--- src/rtl/spi_flash_pkg.sv ---
// ----------------------------------------------------------------------------
// spi_flash_pkg
// Shared types and constants for the SPI flash read responder.
//   flash_state_t : responder FSM states (IDLE, SHIFT, DONE)
//   CMD_READ      : serial flash READ opcode
//   TX_BITS       : opcode + 24-bit address bits driven on MOSI
//   TOTAL_BITS    : full transaction length in SCK periods (TX + 8 RX bits)
// ----------------------------------------------------------------------------
package spi_flash_pkg;

   typedef enum logic [1:0] {
      IDLE  = 2'd0,
      SHIFT = 2'd1,
      DONE  = 2'd2
   } flash_state_t;

   localparam logic [7:0] CMD_READ   = 8'h03;
   localparam int         TX_BITS    = 32;
   localparam int         TOTAL_BITS = 40;

endpackage

--- src/rtl/spi_flash_shifter.sv ---
// ----------------------------------------------------------------------------
// spi_flash_shifter
// Serial engine for one SPI mode-0 READ transaction: SCK divider, bit counter,
// TX/RX shift registers and MOSI/MISO timing. All pin outputs are registered.
// Parameters:
//   CLK_DIV : SCK half-period in clk cycles (minimum 1, 0 is illegal)
// Ports:
//   clk       in   system clock
//   reset_n   in   synchronous reset, active-low (aborts any transfer)
//   start     in   load tx_word and begin a transfer (ignored while busy)
//   tx_word   in   32-bit {opcode, address}, sent MSB first
//   miso      in   flash serial data out
//   done      out  asserted in the cycle the last SCK high phase ends
//   rx_byte   out  byte assembled from the last 8 SCK periods
//   spi_cs_n  out  flash chip select, active-low
//   spi_sck   out  SPI clock, idles low
//   spi_mosi  out  SPI data to flash
// ----------------------------------------------------------------------------
module spi_flash_shifter
   import spi_flash_pkg::*;
#(
   parameter int CLK_DIV = 2
) (
   input  logic        clk,
   input  logic        reset_n,
   input  logic        start,
   input  logic [31:0] tx_word,
   input  logic        miso,
   output logic        done,
   output logic [7:0]  rx_byte,
   output logic        spi_cs_n,
   output logic        spi_sck,
   output logic        spi_mosi
);

   localparam int DIV_W = (CLK_DIV > 1) ? $clog2(CLK_DIV) : 1;

   logic             busy;
   logic [DIV_W-1:0] div_cnt;
   logic [5:0]       bit_cnt;
   logic [31:0]      tx_sr;
   logic [7:0]       rx_sr;
   logic             half_end;
   logic             last_fall;

   // A half period ends when the divider has spent CLK_DIV cycles in the
   // current SCK level. The final falling edge of period 40 is where the
   // transfer finishes, so done is flagged on that same clk edge.
   assign half_end  = busy && (div_cnt == DIV_W'(CLK_DIV - 1));
   assign last_fall = half_end && spi_sck && (bit_cnt == 6'(TOTAL_BITS - 1));
   assign done      = last_fall;
   assign rx_byte   = rx_sr;

   // bit_cnt counts completed SCK periods. MOSI only moves on the falling
   // transition (SCK low afterwards); MISO is captured on the transition to
   // high, and only once the 32 TX periods are over. tx_sr pre-shifts the
   // word so zeros naturally fill MOSI during the RX periods.
   always_ff @(posedge clk) begin
      if (!reset_n) begin
         busy     <= 1'b0;
         div_cnt  <= '0;
         bit_cnt  <= '0;
         tx_sr    <= '0;
         rx_sr    <= '0;
         spi_cs_n <= 1'b1;
         spi_sck  <= 1'b0;
         spi_mosi <= 1'b0;
      end else if (start && !busy) begin
         busy     <= 1'b1;
         div_cnt  <= '0;
         bit_cnt  <= '0;
         tx_sr    <= {tx_word[30:0], 1'b0};
         rx_sr    <= '0;
         spi_cs_n <= 1'b0;
         spi_sck  <= 1'b0;
         spi_mosi <= tx_word[31];
      end else if (busy) begin
         if (half_end) begin
            div_cnt <= '0;
            if (!spi_sck) begin
               spi_sck <= 1'b1;
               if (bit_cnt >= 6'(TX_BITS)) begin
                  rx_sr <= {rx_sr[6:0], miso};
               end
            end else begin
               spi_sck <= 1'b0;
               if (last_fall) begin
                  busy     <= 1'b0;
                  spi_cs_n <= 1'b1;
                  spi_mosi <= 1'b0;
               end else begin
                  bit_cnt  <= bit_cnt + 6'd1;
                  spi_mosi <= tx_sr[31];
                  tx_sr    <= {tx_sr[30:0], 1'b0};
               end
            end
         end else begin
            div_cnt <= div_cnt + DIV_W'(1);
         end
      end
   end

endmodule

--- src/rtl/spi_flash_reader.sv ---
// ----------------------------------------------------------------------------
// spi_flash_reader
// Responder for 6809 read cycles in the SPI flash window. A rising edge of
// (i_spi_ce & i_rw) starts a serial READ (0x03) of FLASH_BASE + i_address;
// o_mrdy is held low until the byte arrives, then o_data/o_data_valid update
// and the CPU is released.
// Optional feature macro: SPI_FLASH_CACHE_EN -- single-entry read cache that
// answers a repeated address directly without any SPI activity.
// Parameters:
//   CLK_DIV    : SCK half-period in i_clk cycles (minimum 1)
//   FLASH_BASE : flash byte address mapped to CPU offset 0
// Ports:
//   i_clk         in   system clock
//   i_reset       in   synchronous reset, active-low
//   i_spi_ce      in   flash window select from the address decoder
//   i_rw          in   CPU R/W, 1 = read
//   i_address     in   CPU address offset within the window [11:0]
//   i_spi_miso    in   flash serial data out
//   o_data        out  last byte read
//   o_data_valid  out  one-cycle pulse when o_data updates
//   o_mrdy        out  CPU memory ready, 0 stretches the bus cycle
//   o_spi_cs_n    out  flash chip select, active-low
//   o_spi_sck     out  SPI clock, mode 0
//   o_spi_mosi    out  SPI data to flash
// ----------------------------------------------------------------------------
module spi_flash_reader
   import spi_flash_pkg::*;
#(
   parameter int          CLK_DIV    = 2,
   parameter logic [23:0] FLASH_BASE = 24'h000000
) (
   input  logic        i_clk,
   input  logic        i_reset,
   input  logic        i_spi_ce,
   input  logic        i_rw,
   input  logic [11:0] i_address,
   input  logic        i_spi_miso,
   output logic [7:0]  o_data,
   output logic        o_data_valid,
   output logic        o_mrdy,
   output logic        o_spi_cs_n,
   output logic        o_spi_sck,
   output logic        o_spi_mosi
);

   flash_state_t state;
   flash_state_t state_next;

   logic        trig_prev;
   logic        read_req;
   logic        trigger;
   logic [23:0] flash_addr;
   logic [31:0] tx_word;
   logic        start;
   logic        shift_done;
   logic [7:0]  rx_byte;
   logic        cache_hit;
   logic [7:0]  cache_byte;
   logic [7:0]  data_next;
   logic        valid_next;
   logic        mrdy_next;

   // Only a fresh read request counts; holding the select high after a
   // completed access must not launch another transfer.
   assign read_req   = i_spi_ce & i_rw;
   assign trigger    = read_req & ~trig_prev;
   assign flash_addr = FLASH_BASE + {12'h000, i_address};
   assign tx_word    = {CMD_READ, flash_addr};

   spi_flash_shifter #(
      .CLK_DIV (CLK_DIV)
   ) u_shifter (
      .clk      (i_clk),
      .reset_n  (i_reset),
      .start    (start),
      .tx_word  (tx_word),
      .miso     (i_spi_miso),
      .done     (shift_done),
      .rx_byte  (rx_byte),
      .spi_cs_n (o_spi_cs_n),
      .spi_sck  (o_spi_sck),
      .spi_mosi (o_spi_mosi)
   );

`ifdef SPI_FLASH_CACHE_EN
   logic        cache_valid;
   logic [23:0] cache_addr;
   logic [7:0]  cache_data;
   logic [23:0] pend_addr;

   assign cache_hit  = cache_valid && (cache_addr == flash_addr);
   assign cache_byte = cache_data;

   // The requested address is remembered at launch so the entry can be
   // filled when the byte returns. Reset is the only way a transfer can be
   // aborted, so clearing the entry on reset also covers aborts.
   always_ff @(posedge i_clk) begin
      if (!i_reset) begin
         cache_valid <= 1'b0;
         cache_addr  <= '0;
         cache_data  <= '0;
         pend_addr   <= '0;
      end else begin
         if (start) begin
            pend_addr <= flash_addr;
         end
         if (state == SHIFT && shift_done) begin
            cache_valid <= 1'b1;
            cache_addr  <= pend_addr;
            cache_data  <= rx_byte;
         end
      end
   end
`else
   assign cache_hit  = 1'b0;
   assign cache_byte = 8'h00;
`endif

   // State, trigger history and the CPU-facing outputs are all registered
   // so nothing reaches a pin combinationally from an input.
   always_ff @(posedge i_clk) begin
      if (!i_reset) begin
         state        <= IDLE;
         trig_prev    <= 1'b0;
         o_data       <= 8'h00;
         o_data_valid <= 1'b0;
         o_mrdy       <= 1'b1;
      end else begin
         state        <= state_next;
         trig_prev    <= read_req;
         o_data       <= data_next;
         o_data_valid <= valid_next;
         o_mrdy       <= mrdy_next;
      end
   end

   // DONE waits for the select to drop so one CPU access produces exactly
   // one transfer. A cache hit skips SHIFT and never lowers o_mrdy.
   always_comb begin
      state_next = state;
      data_next  = o_data;
      valid_next = 1'b0;
      mrdy_next  = o_mrdy;
      start      = 1'b0;
      case (state)
         IDLE: begin
            if (trigger) begin
               if (cache_hit) begin
                  state_next = DONE;
                  data_next  = cache_byte;
                  valid_next = 1'b1;
                  mrdy_next  = 1'b1;
               end else begin
                  state_next = SHIFT;
                  start      = 1'b1;
                  mrdy_next  = 1'b0;
               end
            end
         end
         SHIFT: begin
            if (shift_done) begin
               state_next = DONE;
               data_next  = rx_byte;
               valid_next = 1'b1;
               mrdy_next  = 1'b1;
            end
         end
         DONE: begin
            if (!i_spi_ce) begin
               state_next = IDLE;
            end
         end
         default: begin
            state_next = IDLE;
         end
      endcase
   end

endmodule

--- config.mk ---
export PLATFORM = sky130hd
export DESIGN_NAME = spi_flash_reader
export DESIGN_NICKNAME = d
export VERILOG_FILES = /design/src/rtl/spi_flash_pkg.sv /design/src/rtl/spi_flash_shifter.sv /design/src/rtl/spi_flash_reader.sv
export SDC_FILE = /design/constraint.sdc
export NUM_CORES = 1
export LEC_CHECK = 0
export BUFFER_PORTS_ARGS = -buffer_cell sky130_fd_sc_hd__buf_2
export CELL_PAD_IN_SITES_DETAIL_PLACEMENT = 0
export CELL_PAD_IN_SITES_GLOBAL_PLACEMENT = 1
export CORE_MARGIN = 2
export CORE_UTILIZATION = 41
export CTS_BUF_LIST = sky130_fd_sc_hd__clkbuf_8
export DETAILED_ROUTE_END_ITERATION = 10
export PLACE_DENSITY = 0.84
export SYNTH_ARGS = -nofsm -noshare
export SYNTH_HDL_FRONTEND = slang
export SYNTH_SLANG_ARGS = --single-unit
export TNS_END_PERCENT = 5
--- constraint.sdc ---
create_clock -name i_clk -period 1.7 [get_ports i_clk]
set_input_delay 0.425 -clock i_clk [delete_from_list [all_inputs] [get_ports i_clk]]
set_output_delay 0.425 -clock i_clk [all_outputs]
set_load 0.005 [all_outputs]
* Yosys cells after proc, flatten, opt, wreduce, memory -nomap -nowiden
Index checks and enable logic that the tools add are counted.
** Storage, ports and cells
- Bits in registers :: 63
- Output and inout bits :: 13
- Memory bits (read-only) :: 0
- Input bits :: 17
- Bits in latches :: 0
- Memories :: 0
- RAM bits :: 0
** Cells by class
- Muxes and demuxes :: 27
- Magnitude comparators :: 1
- Equal/unequal tests :: 7
- Div/mod/pow operators :: 0
- Add/subtract/negate cells :: 2
- Multiply operators :: 0
- Reductions and logical operators :: 22
- Shift operators :: 0
- Bitwise logic cells :: 6
** Operators by type and width (number)
- $mux W27 :: 5
- $mux W1 :: 17
- $reduce_and A4 Y1 :: 4
- $reduce_bool A2 Y1 :: 5
- $reduce_and A3 Y1 :: 3
- $add A6 B1 Y6 const B :: 1
- $eq A6 B6 Y1 const B :: 1
- $ge A6 B6 Y1 const B :: 1
- $mux W2 :: 3
- $ne A2 B2 Y1 const B :: 3
- $pmux W2 S3 :: 1
- $reduce_and A2 Y1 :: 3
- $logic_and A1 B1 Y1 :: 4
- $not A1 Y1 :: 4
- $and A1 B1 Y1 :: 2
- $eq A2 B1 Y1 const B :: 1
- $eq A2 B2 Y1 const B :: 1
- $logic_not A2 Y1 :: 1
- $ne A2 B1 Y1 const B :: 1
- $pmux W1 S2 :: 1
- $reduce_or A2 Y1 :: 1
- $add A1 B1 Y1 const B :: 1
- $logic_not A1 Y1 :: 1

* Logic depth before layout (Yosys ltp)
Gate-level depths: netlist of the first run.
- Depth after elaboration :: 8
- Mapped depth :: 7
- Depth with buffers taken out :: 5

* By module
Synthesis of the first run repeated with hierarchy kept, for this count alone.
** Unflattened totals
- Cells, all modules :: 313
- Area total of the unflattened synthesis :: 2616.3 um^2
** Modules (own cells, without submodules)
- spi_flash_shifter :: cells each 267, times used 1, area an instance 2132.0 um^2, sequential area each 1001.0 um^2
- spi_flash_reader :: cells each 46, times used 1, area an instance 484.2 um^2, sequential area each 260.2 um^2

* Worst setup path after synthesis of the first run
No wires, ideal clock.
- Path kind :: register to register
- From :: reg u_shifter.bit_cnt[0]
- To :: reg o_data[7]
- Slack :: 0.077 ns
- Arrival :: 1.506 ns
- Required time :: 1.583 ns
- Buffers on the path :: 2
- Library setup time :: 0.117 ns
- Stages on the path, launching flop included :: 8
- Path through :: dfxtp_1 -> ha_1 -> and4bb_1 -> buf_6 -> nand4_4 -> and2_4 -> buf_6 -> a22o_1
** On the way
- Cells in the longest elaborated chain, start to end :: 3
** RTL lines
- start: declaration :: line spi_flash_shifter.sv:40 : logic [5:0] bit_cnt;
- start signal: assignment :: line spi_flash_shifter.sv:92 : bit_cnt <= bit_cnt + 6'd1;
- $eq A6 B6 Y1 :: line spi_flash_shifter.sv:50 : assign last_fall = half_end && spi_sck && (bit_cnt == 6'(TOTAL_BITS - 1));
- $logic_and A1 B1 Y1 :: line spi_flash_shifter.sv:50
- $reduce_and A2 Y1 (no line)
- end signal: assignment :: line spi_flash_reader.sv:131 : o_data <= data_next;
- end: declaration :: line spi_flash_reader.sv:38 : output logic [7:0] o_data,
No other way between the ends.
A chain may end at the register's enable or synchronous reset.

* Final worst setup path of the first run
- From :: reg u_shifter.spi_sck
- To :: reg o_data[2]
** On the way
- Cells in the longest elaborated chain, start to end :: 3
** RTL lines
- start: declaration :: line spi_flash_shifter.sv:32 : output logic spi_sck,
- start signal: assignment :: line spi_flash_shifter.sv:66 : spi_sck <= 1'b0;
- start signal: assignment :: line spi_flash_shifter.sv:75 : spi_sck <= 1'b0;
- start signal: assignment :: line spi_flash_shifter.sv:81 : spi_sck <= 1'b1;
- $logic_and A1 B1 Y1 (2 in a row) :: line spi_flash_shifter.sv:50
- $reduce_and A2 Y1 (no line)
No other way between the ends.

==> reports/metrics.csv, run 1 <==
metric;value;unit
Post-CTS Setup Bufs;0;
TNS Setup;0;ns
Reg2Reg Setup Slack;0.16;ns
n_diodes;0;
RSZ-0062 raised after global routing;no;
Slew HR;0.7019;
Worst Path Arrival;1.76;ns
Final Max Slew Viols;0;
VDD IR max;0.5797;mV
Reg2Reg Capture Point;o_data[2];
non-filler cells in the finished layout;389;
Final Util;0.4992;
MaxCap Viol Count;0;
most frequent cells in the layout;dfxtp_1 (63), nand2_1 (60), a21oi_1 (44);
DR iter-0 viols;63;
Post-Synthesis Cells;271;
Initial Util;0.4220;
initial antenna violation count;0;
final WL;4930;um
Boundary Pins;30;
CTS buffer count;9;
IO buf count;29;
syn_nets;290;
FP Rows;28;
syn_area_per_cell;9.165;um^2
Design Area, Final;2938;um^2
Detail Route Antenna Nets;0;
P&R area growth vs syn;18.29;%
DIE WIDTH;81.83;um
Power Dens Cells;994.9;nW/um^2
Fin. Hold Viols;0;
Placed Area;2745;um^2
Synth cell types;37;
Setup CP Type;reg -> reg;
vias in the first global route;1838;
clk_skew;0.007664;ns
Worst Hold Depth;3;
Final Power;2.923;mW
global route total overflow;0;
CP required;1.93;ns
ys async rst share;0;
CP max FO;9;
Final Wtd Congestion;0.7293;
Final WS setup;0.1637;ns
area of the die;6696;um^2
detailed-route vias per instance;5.059;
largest net degree at the start of global routing;33;
residual DRC count;0;
status;finished clean;
DRT Pass-1 Iters;4;
pre-CTS setup slack;0.02122;ns
Critical Path Sink Type;flop;
total via count in the routed design;1968;
worst hold slack;0.3231;ns
fill cell count;565;
clock tree buffer depth;2;
Die H;81.83;um
Worst Hold Endpoint;u_shifter.rx_byte[0];
HPWL Detailed;3227;um
Least-Margin Pin Slew;0.4472;ns
Clock Latency Late Sink;0.34;ns
Syn Std Cell Area;2484;um^2
EDFF count, synth;0;
Multi-input gate area;1074;um^2
yosys warns;0;
Sequential Area;1261;um^2
first-pass GRT wire length;8487;um
Fmax;650.9;MHz
Yosys reg bits;63;
path depth of the worst reg2reg path;4;
core box area;5886;um^2
CTS sink count;63;
global-route usage over all layers;0.1654;
layout cells sized above 1;0.2293;
worst hold path startpoint;i_spi_miso;
Root Driver;clkbuf_8;
Setup violations, final;0;
r2r startpoint;u_shifter.spi_sck;
post-synthesis sequential area ratio;0.5078;
cts hold-fix bufs;0;
TritonCTS clock tree;yes;
commonest non-fill, non-tap cell in the layout;dfxtp_1;
CP Launch Type;flop;
wire per inst;12.67;um
Tcrit/Tclk final;0.9037;
Clock transition at path regs;0.07;ns
worst hold path type;in -> reg;
Post-synth top flop;dfxtp_1;
fin crit period;1.536;ns
H-Tree Depth;3;
Layout Nets;328;
P_leak;1.083;nW
Cell Count Post-Placement;373;
## power breakdown
group	internal [mW]	leakage [nW]	switching [mW]
registers	1.50	0.510	0.0175
clock network	0.666	0.100	0.588
logic	0.0643	0.473	0.0848
## worst max-delay path by stage
| stage | startpoint | end | slack [ns] |
|---|---|---|---|
| 3_3_place_gp | u_shifter.bit_cnt[0] | u_shifter.tx_sr[8] | 0.06 |
| 3_5_place_dp | u_shifter.bit_cnt[1] | u_shifter.tx_sr[6] | 0.02 |
| 6_report | u_shifter.spi_sck | o_data[2] | 0.16 |
| 2_1_floorplan | u_shifter.bit_cnt[0] | o_data[7] | 0.08 |
| 4_1_cts | u_shifter.bit_cnt[1] | u_shifter.tx_sr[4] | 0.09 |
| 5_1_grt | u_shifter.spi_sck | o_data[0] | 0.04 |
## cell families (layout without fill, tap and decap cells)
family                     count (synthesis)  in the layout  synth area share
and+or+nand+nor                          101            101            0.2091
AOI/OAI and AO/OA                         74             74            0.1869
DFF                                       63             63            0.5078
buffers and inverters                     25             68           0.06499
xor gates and xnor gates                   6              6           0.02116
adders and majority gates                  2              2           0.01007
## registers in the layout, indices dropped and copies added (netlist names), 2 cells and up
| register | flops |
|---|---|
| u_shifter.bit_cnt | 6 |
| state | 2 |
| u_shifter.tx_sr | 31 |
| o_data | 8 |
| u_shifter.rx_byte | 8 |
## synthesized netlist by cell type (4+ instances only)
| cell type | count | area, um^2 |
|---|---|---|
| dfxtp_1 | 63 | 1261 |
| nand2_1 | 60 | 225.2 |
| a21oi_1 | 44 | 220.2 |
| nand3_1 | 17 | 85.08 |
| a22oi_1 | 11 | 82.58 |
| a22o_1 | 8 | 70.07 |
| nor2_1 | 8 | 30.03 |
| buf_2 | 6 | 30.03 |
| buf_6 | 6 | 67.56 |
| inv_1 | 5 | 18.77 |
| buf_4 | 4 | 30.03 |
| xnor2_1 | 4 | 35.03 |
## cell type report
type | instances | share of cell area
Sequential cell | 63 | 0.4293
Timing Repair Buffer | 46 | 0.1014
Tap cell | 75 | 0.03194
Multi-Input combinational cell | 183 | 0.3654
Clock buffer | 9 | 0.04216
Clock inverter | 7 | 0.02215
Inverter | 6 | 0.007666
## layer usage
layer	GRT usage	up-vias	share of wire
met2	0.2618	47	0.45
met1	0.2086	895	0.49
met3	0.04725	11	0.048
met5	0	-	0
met4	0.07500	0	0.019
li1	-	1015	-
## critical path, cell delays in order, from the launching register on
cell and delay [ns]:
dfxtp_1 0.43, and3_1 0.40, nand4_4 0.14, and2_4 0.22, a22o_1 0.23
## repair_timing
action,in CTS,in global routing
pin swaps,0,0
resized for setup,1,1
endpoints found under the setup margin,1,5
Power figures use the tool's default switching activity.
==> inputs of run 2 (changes only) <==
CORE_ASPECT_RATIO = 1.5   (was default)
==> run 2 against run 1 <==
Worst setup slack gained 0.0025 ns. Critical path type unchanged. Cell area grew 2.1%. Critical endpoint is now u_shifter.tx_sr[3]. Final cell count shrank 1.0%. Count of clock-buffer cells in the layout grew 2. Sequential cell count is the same. Global-route usage shrank 0.63 points. Maximum frequency grew 0.16%.
==> reports/metrics.csv, run 2 (synthesized netlist as in run 1, its figures left out) <==
metric;value;unit;change
status;finished clean;;
core box area;5828;um^2;-0.98%
total via count in the routed design;1964;;-0.20%
fin crit period;1.534;ns;-0.002511 ns
HPWL Detailed;3128;um;-3.1%
Detail Route Antenna Nets;0;;unchanged
residual DRC count;0;;unchanged
largest net degree at the start of global routing;21;;-36%
Worst Path Arrival;1.81;ns;+0.05 ns
Fin. Hold Viols;0;;unchanged
DR iter-0 viols;59;;-6.3%
detailed-route vias per instance;5.101;;+0.83%
Root Driver;clkbuf_8;;
Final WS setup;0.1662;ns;+0.002511 ns
Setup CP Type;reg -> reg;;
Die H;99.32;um;+21%
Crit-path slowest cell;and4bb_4;;
Fmax;652.0;MHz;+0.16%
critical path cell sequence;ha_1 > and4bb_4 > a21o_2 > buf_12 > nand3_1 > a21oi_1;;
fill cell count;543;;-3.9%
Boundary Pins;30;;unchanged
P&R area growth vs syn;20.76;%;
MaxCap Viol Count;0;;unchanged
pre-CTS setup slack;-0.001004;ns;-0.02223 ns
DIE WIDTH;67.55;um;-17%
RSZ-0062 raised after global routing;no;;
clk_skew;0.01102;ns;+0.003354 ns
Power Dens Cells;1050;nW/um^2;+5.5%
worst hold path startpoint;i_spi_miso;;
Worst Hold Depth;3;;unchanged
Reg2Reg Setup Slack;0.17;ns;about the same
worst hold path type;in -> reg;;
TritonCTS clock tree;yes;;
Critical Path Sink Type;flop;;
CP peak stage delay;0.34;ns;-0.09 ns
Clock Latency Late Sink;0.34;ns;about the same
CP Launch Type;flop;;
clock tree buffer depth;2;;unchanged
Slew HR;0.7231;;+0.02124
Final Wtd Congestion;0.7204;;-1.2%
CP required;1.98;ns;+0.05 ns
H-Tree Depth;3;;unchanged
r2r startpoint;u_shifter.bit_cnt[0];;
global route total overflow;0;;unchanged
vias in the first global route;1872;;+1.8%
non-filler cells in the finished layout;385;;-1.0%
Final Util;0.5146;;+0.01545
Worst Hold Endpoint;u_shifter.rx_byte[0];;
final WL;4689;um;-4.9%
layout cells sized above 1;0.2300;;+0.0007326
global-route usage over all layers;0.1591;;-0.006331
Design Area, Final;2999;um^2;+2.1%
most frequent cells in the layout;dfxtp_1 (63), nand2_1 (60), a21oi_1 (44);;
initial antenna violation count;0;;unchanged
first-pass GRT wire length;8107;um;-4.5%
wire per inst;12.18;um;-3.9%
Least-Margin Pin Slew;0.4148;ns;-0.03243 ns
max FFs per register;31;;unchanged
area of the die;6709;um^2;+0.19%
CTS buffer count;9;;unchanged
Placed Area;2766;um^2;+0.77%
Initial Util;0.4261;;+0.004167
Cell Count Post-Placement;370;;-0.80%
Setup violations, final;0;;unchanged
FP Rows;34;;+21%
commonest non-fill, non-tap cell in the layout;dfxtp_1;;
Final Max Slew Viols;0;;unchanged
P_leak;1.108;nW;+2.3%
CP max FO;17;;+8
Biggest register;u_shifter.tx_sr;;
CTS sink count;63;;unchanged
Post-CTS Setup Bufs;0;;unchanged
IO buf count;29;;unchanged
Reg2Reg Capture Point;u_shifter.tx_sr[3];;
VDD IR max;0.7770;mV;+34%
DRT Pass-1 Iters;4;;unchanged
Layout Nets;328;;unchanged
Tcrit/Tclk final;0.9022;;-0.001477
n_diodes;0;;unchanged
Clock transition at path regs;0.07;ns;about the same
TNS Setup;0;ns;unchanged
path depth of the worst reg2reg path;6;;+2
run 2: changes by cell type in the layout (fill, tap and decap cells not counted):
cell        before  now
inv_1            6    5
buf_12           2    4
clkbuf_8         9   11
inv_6            0    1
clkinvlp_4       1    0
bufinv_16        1    2
clkinv_2         3    0
buf_4           15   13
run 2: power by group:
part | switching, mW | total (mW) | internal, mW
Combinational | 0.0807 | 0.143 | 0.0623
Sequential | 0.0178 | 1.52 | 1.50
Clock | 0.581 | 1.49 | 0.905
run 2: worst max-delay path by stage:
| stage | startpoint | endpoint | slack (ns) | cells past startpoint |
|---|---|---|---|---|
| floorplan | u_shifter.bit_cnt[0] | o_data[7] | 0.08 | 7 |
| global placement | u_shifter.bit_cnt[0] | u_shifter.tx_sr[8] | 0.05 | 6 |
| detailed placement | u_shifter.bit_cnt[0] | u_shifter.tx_sr[3] | -0.001 | 6 |
| CTS | u_shifter.bit_cnt[0] | u_shifter.tx_sr[3] | 0.09 | 6 |
| global route | u_shifter.busy | o_data[2] | 0.03 | 5 |
| finish | u_shifter.bit_cnt[0] | u_shifter.tx_sr[3] | 0.17 | 6 |
run 2: critical path: cells and delay by family (launching register included):
family,cells,cell delay (ns)
AOI/OAI and AO/OA,2,0.38
adders and majority gates,1,0.17
buffers and inverters,1,0.15
DFF,1,0.33
and+or+nand+nor,2,0.42
run 2: layout make-up:
type                       count  area [um^2]  share of cell area
clock buffer                  11        151.4             0.05048
clock inverter                 4        77.57             0.02587
inverter                       6        22.52            0.007509
multi-input combinational    183         1074              0.3579
sequential                    63         1261              0.4205
tap                           72        90.09             0.03004
timing repair buffer          46        322.8              0.1076
run 2: what timing repair did:
item | 4_1_cts | 5_1_grt
setup endpoints to repair | 5 | 11
resized for setup | 1 | 1
cloned | 0 | 0
endpoints found under the hold margin | 0 | 0
hold buffers | 0 | 0
run 2: stage by stage:
| step | total power [mW] | hold WS (ns) |
|---|---|---|
| final | 3.149 | 0.3158 |
| after detailed placement | 1.698 | 0.4426 |
| after CTS | 3.180 | 0.3101 |
| after floorplan | 1.643 | 0.4321 |
| after global routing | 3.273 | 0.3193 |
| after global placement | 1.695 | 0.4355 |
run 2: routing by layer:
metal  vias up  track usage  share of wire
li1       1013            -              -
met1       905       0.1763           0.44
met2        36       0.2587           0.49
met3        10      0.06109          0.042
met4         0      0.08006          0.021
met5         -            0              0
